$ cat src/rtl/alu_uart_pkg.sv
// Shared constants for the UART ALU return path: flag bit positions, UART line levels
// and the byte serializer state encoding.
package alu_uart_pkg;

  localparam int FLAG_V = 3;
  localparam int FLAG_N = 2;
  localparam int FLAG_Z = 1;
  localparam int FLAG_P = 0;

  localparam logic START_BIT = 1'b0;
  localparam logic STOP_BIT  = 1'b1;

  typedef enum logic [2:0] {
    TX_IDLE,
    TX_START,
    TX_DATA,
    TX_PARITY,
    TX_STOP
  } tx_state_e;

  function automatic logic even_parity(input logic [7:0] d);
    return ^d;
  endfunction

endpackage

$ cat src/rtl/uart_tx_byte.sv
// Single-byte UART serializer, LSB first. ALU_RESULT_TX_PARITY_EN adds an even-parity bit.
// A load during the last cycle of the stop bit chains the next byte with no idle gap.
//   state     | meaning
//   TX_IDLE   | line high, waiting for load_i
//   TX_START  | driving the start bit
//   TX_DATA   | driving data bit bit_q (0..7)
//   TX_PARITY | driving the even-parity bit (parity build only)
//   TX_STOP   | driving the stop bit
module uart_tx_byte
  import alu_uart_pkg::*;
#(
  parameter int CLKS_PER_BIT = 868
) (
  input  logic       clk,
  input  logic       rst,
  input  logic       load_i,
  input  logic [7:0] data_i,
  output logic       tx_o,
  output logic       busy_o,
  output logic       done_o,
  output logic       last_o
);

  localparam int BW = (CLKS_PER_BIT > 1) ? $clog2(CLKS_PER_BIT) : 1;
  localparam logic [BW-1:0] BAUD_MAX = BW'(CLKS_PER_BIT - 1);

  tx_state_e   state_q, state_d;
  logic [BW-1:0] baud_q, baud_d;
  logic [2:0]  bit_q, bit_d;
  logic [7:0]  shreg_q, shreg_d;
  logic        tx_q, tx_d;
  logic        done_q, done_d;
  logic        bit_end;
  logic        accept;
`ifdef ALU_RESULT_TX_PARITY_EN
  logic        par_q, par_d;
`endif

  assign bit_end = (baud_q == BAUD_MAX);
  assign last_o  = (state_q == TX_STOP) && bit_end;
  assign accept  = load_i && ((state_q == TX_IDLE) || last_o);
  assign busy_o  = (state_q != TX_IDLE);
  assign tx_o    = tx_q;
  assign done_o  = done_q;

  always_ff @(posedge clk or posedge rst) begin
    if (rst) begin
      state_q <= TX_IDLE;
      baud_q  <= '0;
      bit_q   <= '0;
      shreg_q <= '0;
      tx_q    <= STOP_BIT;
      done_q  <= 1'b0;
`ifdef ALU_RESULT_TX_PARITY_EN
      par_q   <= 1'b0;
`endif
    end else begin
      state_q <= state_d;
      baud_q  <= baud_d;
      bit_q   <= bit_d;
      shreg_q <= shreg_d;
      tx_q    <= tx_d;
      done_q  <= done_d;
`ifdef ALU_RESULT_TX_PARITY_EN
      par_q   <= par_d;
`endif
    end
  end

  always_comb begin
    state_d = state_q;
    baud_d  = baud_q;
    bit_d   = bit_q;
    shreg_d = shreg_q;
    tx_d    = tx_q;
    done_d  = 1'b0;
`ifdef ALU_RESULT_TX_PARITY_EN
    par_d   = par_q;
`endif

    if (state_q != TX_IDLE) begin
      baud_d = bit_end ? '0 : baud_q + 1'b1;
    end

    case (state_q)
      TX_IDLE: ;
      TX_START: begin
        if (bit_end) begin
          state_d = TX_DATA;
          bit_d   = '0;
          tx_d    = shreg_q[0];
          shreg_d = {1'b0, shreg_q[7:1]};
        end
      end
      TX_DATA: begin
        if (bit_end) begin
          if (bit_q == 3'd7) begin
`ifdef ALU_RESULT_TX_PARITY_EN
            state_d = TX_PARITY;
            tx_d    = par_q;
`else
            state_d = TX_STOP;
            tx_d    = STOP_BIT;
`endif
          end else begin
            bit_d   = bit_q + 3'd1;
            tx_d    = shreg_q[0];
            shreg_d = {1'b0, shreg_q[7:1]};
          end
        end
      end
      TX_PARITY: begin
        if (bit_end) begin
          state_d = TX_STOP;
          tx_d    = STOP_BIT;
        end
      end
      TX_STOP: begin
        if (bit_end && !load_i) begin
          state_d = TX_IDLE;
          done_d  = 1'b1;
        end
      end
      default: state_d = TX_IDLE;
    endcase

    // A chained load overrides the stop-bit exit so the next start bit follows directly.
    if (accept) begin
      state_d = TX_START;
      baud_d  = '0;
      bit_d   = '0;
      shreg_d = data_i;
      tx_d    = START_BIT;
`ifdef ALU_RESULT_TX_PARITY_EN
      par_d   = even_parity(data_i);
`endif
    end
  end

endmodule

$ cat src/rtl/alu_result_tx.sv
// Frame sequencer: captures an ALU result plus {V,N,Z,P} and sends it MSB byte first, then
// the flags byte, through one uart_tx_byte. ALU_RESULT_TX_PARITY_EN enables per-byte parity.
module alu_result_tx
  import alu_uart_pkg::*;
#(
  parameter int N            = 16,
  parameter int CLKS_PER_BIT = 868
) (
  input  logic         clk,
  input  logic         rst,
  input  logic         start,
  input  logic [N-1:0] result,
  input  logic [3:0]   flags,
  output logic         tx,
  output logic         busy,
  output logic         done
);

  localparam int BYTES = N / 8 + 1;
  localparam int IW    = $clog2(BYTES);

  generate
    if ((N < 8) || (N % 8 != 0)) begin : g_bad_n
      $error("alu_result_tx: N must be a positive multiple of 8");
    end
    if (CLKS_PER_BIT < 2) begin : g_bad_cpb
      $error("alu_result_tx: CLKS_PER_BIT must be at least 2");
    end
  endgenerate

  logic [N+7:0]  frame_q, frame_d;
  logic [IW-1:0] idx_q, idx_d;
  logic [N+7:0]  full;
  logic [3:0]    flags_vec;
  logic          byte_busy, byte_last, byte_load;
  logic [7:0]    byte_data;
  logic          accept, chain;

  assign flags_vec = {flags[FLAG_V], flags[FLAG_N], flags[FLAG_Z], flags[FLAG_P]};
  assign full      = {result, 4'b0000, flags_vec};
  assign accept    = start && !byte_busy;
  assign chain     = byte_last && (idx_q != IW'(BYTES - 1));

  always_ff @(posedge clk or posedge rst) begin
    if (rst) begin
      frame_q <= '0;
      idx_q   <= '0;
    end else begin
      frame_q <= frame_d;
      idx_q   <= idx_d;
    end
  end

  // The first byte bypasses the shadow; the shadow then holds the remaining bytes, next one on top.
  always_comb begin
    frame_d   = frame_q;
    idx_d     = idx_q;
    byte_load = 1'b0;
    byte_data = frame_q[N+7 -: 8];
    if (accept) begin
      byte_load = 1'b1;
      byte_data = result[N-1 -: 8];
      frame_d   = {full[N-1:0], 8'h00};
      idx_d     = '0;
    end else if (chain) begin
      byte_load = 1'b1;
      frame_d   = {frame_q[N-1:0], 8'h00};
      idx_d     = idx_q + 1'b1;
    end
  end

  uart_tx_byte #(
    .CLKS_PER_BIT(CLKS_PER_BIT)
  ) u_byte (
    .clk    (clk),
    .rst    (rst),
    .load_i (byte_load),
    .data_i (byte_data),
    .tx_o   (tx),
    .busy_o (byte_busy),
    .done_o (done),
    .last_o (byte_last)
  );

  assign busy = byte_busy;

endmodule

$ cat config.mk
export PLATFORM = sky130hd
export DESIGN_NAME = alu_result_tx
export DESIGN_NICKNAME = d
export VERILOG_FILES = /design/src/rtl/alu_uart_pkg.sv /design/src/rtl/uart_tx_byte.sv /design/src/rtl/alu_result_tx.sv
export SDC_FILE = /design/constraint.sdc
export NUM_CORES = 1
export LEC_CHECK = 0
export CAP_MARGIN = 20
export CELL_PAD_IN_SITES_DETAIL_PLACEMENT = 1
export CELL_PAD_IN_SITES_GLOBAL_PLACEMENT = 2
export CORE_MARGIN = 4
export CORE_UTILIZATION = 31
export DETAILED_ROUTE_END_ITERATION = 8
export PLACE_DENSITY = 0.83
export SLEW_MARGIN = 20
export SYNTH_ARGS = -nofsm -noshare
export SYNTH_HDL_FRONTEND = slang
export SYNTH_SLANG_ARGS = --single-unit
$ cat constraint.sdc
create_clock -name clk -period 2 [get_ports clk]
set_input_delay 0.4 -clock clk [delete_from_list [all_inputs] [get_ports clk]]
set_output_delay 0.4 -clock clk [all_outputs]
set_load 0.03 [all_outputs]
==> results.cfg <==
[status]
outcome = finished with violations
violations = negative setup slack

[grt]
grt_pass1_vias = 1883
grt.total_usage_pct = 14.83
grt-ovfl-total = 0
grt_max_degree = 28
antenna_found_initial = 0
grt_pass1_wl_mm = 9.073

[cells_and_area]
filler_cell_count = 704
diodes = 0
areaGrowthSynthToFinish_pct = 40.57
stdcell_count = 350
drive_gt1_share_pct = 30.40
fin_nets = 299

[drt]
antenna_left = 0
num_vias = 1823
drc = 0
firstDrtPassIters = 4
via_per_inst = 5.209
drt_wl_total_mm = 5.458
wl_per_cell_um = 15.59
dr.first_iter.drc_count = 71

[clocking]
cts_tree = built
clk_latency_ps = 300
htree_levels = 2
ctsHoldBuffers = 0
cts-root-buf = clkbuf_8
clock_path_buffers = 2
cts_buffers = 5
clock-sinks = 40
cts.clk_slew.worst_paths_ps = 90

[synthesis]
yosys_warnings = 0
synth.distinct_cells = 37
syn_inst = 217
yosysSeqAreaShare_pct = 49.38
synth.cell_area_um2 = 2029
synth-edff-count = 0
syn-num-nets = 244
ys_ff_latch = 40
yosys_most_used_dff = dfrtp_1
syn_area_per_cell_um2 = 9.352
async_flop_share_pct = 100.0

[critical_path]
cp.required_ps = 2250
r2r_setup_slack_ps = -80
arrival_ps = 2330
end_kind = flop
r2r-start = idx_q[0]
reg2reg_to = u_byte.shreg_q[1]
cp-start-kind = flop
reg2regPathDepth = 9
path_class = reg2reg
cp_max_fo = 5

[pwr]
internal-power_mw = 1.097
p_sw_uw = 339.2
power_frac_clock_pct = 39.2
pwr-share-seq_pct = 56.3
switching_share_pct = 23.62
leakage_nw = 1.237
vdd_drop_max_mv = 0.2382
cellPowerDensity_nw_per_um2 = 503.4
combPwrFrac_pct = 4.6

[timing]
drv_slew = 0
slew_headroom_pct = 71.89
min_period_over_period_pct = 104.2
fin_ws_ps = -83.18
worst_slew_pin_slew_ps = 418.4
fmax_mhz = 480.0
finalHoldViolCount = 0
min_period_ps = 2083
whs_ps = 401.6
rsz0062_at_grt = true
setup_viol = 10
skew_ps = 9.166

[floorplanning]
num_rows = 29
fp.coreArea_um2 = 6350
dieWidth_um = 88.91
die_height_um = 88.91
die_area_um2 = 7905
start_util_pct = 31.96
pin_count = 26

[placed_design]
numPortBuffers = 25
routabilityCongestion = 0.8241
dpl.cell_count = 338
hpwl_mm = 3.845

[hold_path]
hold_class = in2async

[flow_run]
max_cap_violations = 0
routing by layer:
| metal | vias to the layer above | track usage [%] | share of wire, % |
|---|---|---|---|
| met5 | - | 0 | 0 |
| met4 | 0 | 6.319 | 2.3 |
| met3 | 11 | 3.041 | 3.4 |
| met2 | 35 | 24.36 | 51 |
| met1 | 896 | 18.96 | 43 |
| li1 | 881 | - | - |
area by class of cell:
cell class | instances | area, um^2 | area share (%)
clock inverter | 3 | 23.77 | 0.8333
multi-input combinational | 160 | 1071 | 37.54
timing repair buffer | 60 | 571.8 | 20.04
clock buffer | 5 | 68.82 | 2.412
tap | 77 | 96.34 | 3.377
sequential | 40 | 1002 | 35.13
inverter | 5 | 18.77 | 0.6579
what timing repair did:
item / CTS / global route
gates cloned: 1 / 0
gates resized for setup: 16 / 31
pin swaps: 2 / 15
endpoints found under the setup margin: 25 / 33
setup buffers: 1 / 2
critical path, stage by stage, from the launching register on:
cell	delay, ps
dfrtp_1	360
inv_1	50
ha_2	180
or4b_4	500
buf_6	150
nor4_4	210
buf_6	190
nor3_1	50
a31oi_1	170
mux2_4	170
stage by stage:
stage	total power, mW	TNS (ps)	util, %	area, um^2	setup slack, ps
5_1_grt	1.492	-1593	44.93	2853	-158.2
2_1_floorplan	0.8365	-578.6	-	2033	-82.66
3_5_place_dp	0.8905	-889.9	40.75	2587	-109.6
4_1_cts	1.456	-890.6	43.21	2744	-113.4
6_report	1.436	-535.1	44.93	2853	-83.18
3_3_place_gp	0.8901	-423.5	40.75	2587	-63.21
cell families after synthesis:
logic type / after synthesis / share of synthesized area, %
buffers and inverters: 17 / 3.822
AND/OR/NAND/NOR: 94 / 21.76
AO/OA/AOI/OAI: 51 / 16.71
XOR/XNOR: 1 / 0.4316
multiplexers: 10 / 5.426
flip-flops: 40 / 49.38
adder cells (fa/ha/maj): 4 / 2.466
worst max-delay path by stage:
stage                startpoint                 to  slack (ps)  cells past startpoint
2_1_floorplan  u_byte.baud_q[7]  u_byte.shreg_q[0]         -80                      5
3_3_place_gp   u_byte.baud_q[7]  u_byte.shreg_q[5]         -60                      5
3_5_place_dp   u_byte.baud_q[7]  u_byte.shreg_q[3]        -110                      5
4_1_cts        u_byte.baud_q[7]  u_byte.shreg_q[3]        -110                      5
5_1_grt                idx_q[0]  u_byte.shreg_q[7]        -160                      9
6_report               idx_q[0]  u_byte.shreg_q[1]         -80                      9
power groups by stage:
stage | registers [mW] | logic, mW | clock network (mW)
6_report | 0.808 | 0.0658 | 0.562
3_3_place_gp | 0.824 | 0.0661 | 0
3_5_place_dp | 0.824 | 0.0665 | 0
2_1_floorplan | 0.824 | 0.0123 | 0
5_1_grt | 0.808 | 0.0724 | 0.611
4_1_cts | 0.808 | 0.0667 | 0.582
state kept, by name (all words and copies together) (netlist names):
name	flops
idx_q	2
u_byte.bit_q	3
u_byte.state_q	3
u_byte.shreg_q	8
u_byte.tx_o	1
frame_q	12
u_byte.baud_q	10
u_byte.done_o	1
synth_stat cells, drive strengths merged, types with 4 or more instances:
| cell | n | area (um^2) |
|---|---|---|
| a31oi | 8 | 65.06 |
| nor2 | 9 | 33.78 |
| nor3 | 18 | 95.09 |
| nand3 | 6 | 30.03 |
| clkbuf | 6 | 22.52 |
| ha | 4 | 50.05 |
| dfrtp | 39 | 975.9 |
| a22oi | 5 | 37.54 |
| mux2 | 8 | 90.09 |
| nand2 | 48 | 180.2 |
| a21oi | 4 | 20.02 |
| buf | 6 | 36.28 |
| inv | 4 | 15.01 |
| o21ai | 24 | 131.4 |
layout by cell type (no fill, tap or decap), types with 4 or more instances in the layout:
cell type / instances
a31oi_1: 7
clkdlybuf4s50_1: 24
buf_4: 26
inv_1: 4
a22oi_2: 4
nor2_1: 8
clkbuf_8: 5
nand2_1: 45
mux2_2: 7
buf_6: 5
dfrtp_1: 39
nor3_1: 15
o21ai_0: 13
nand3_1: 6
o21ai_2: 9
Power figures use the tool's default switching activity.
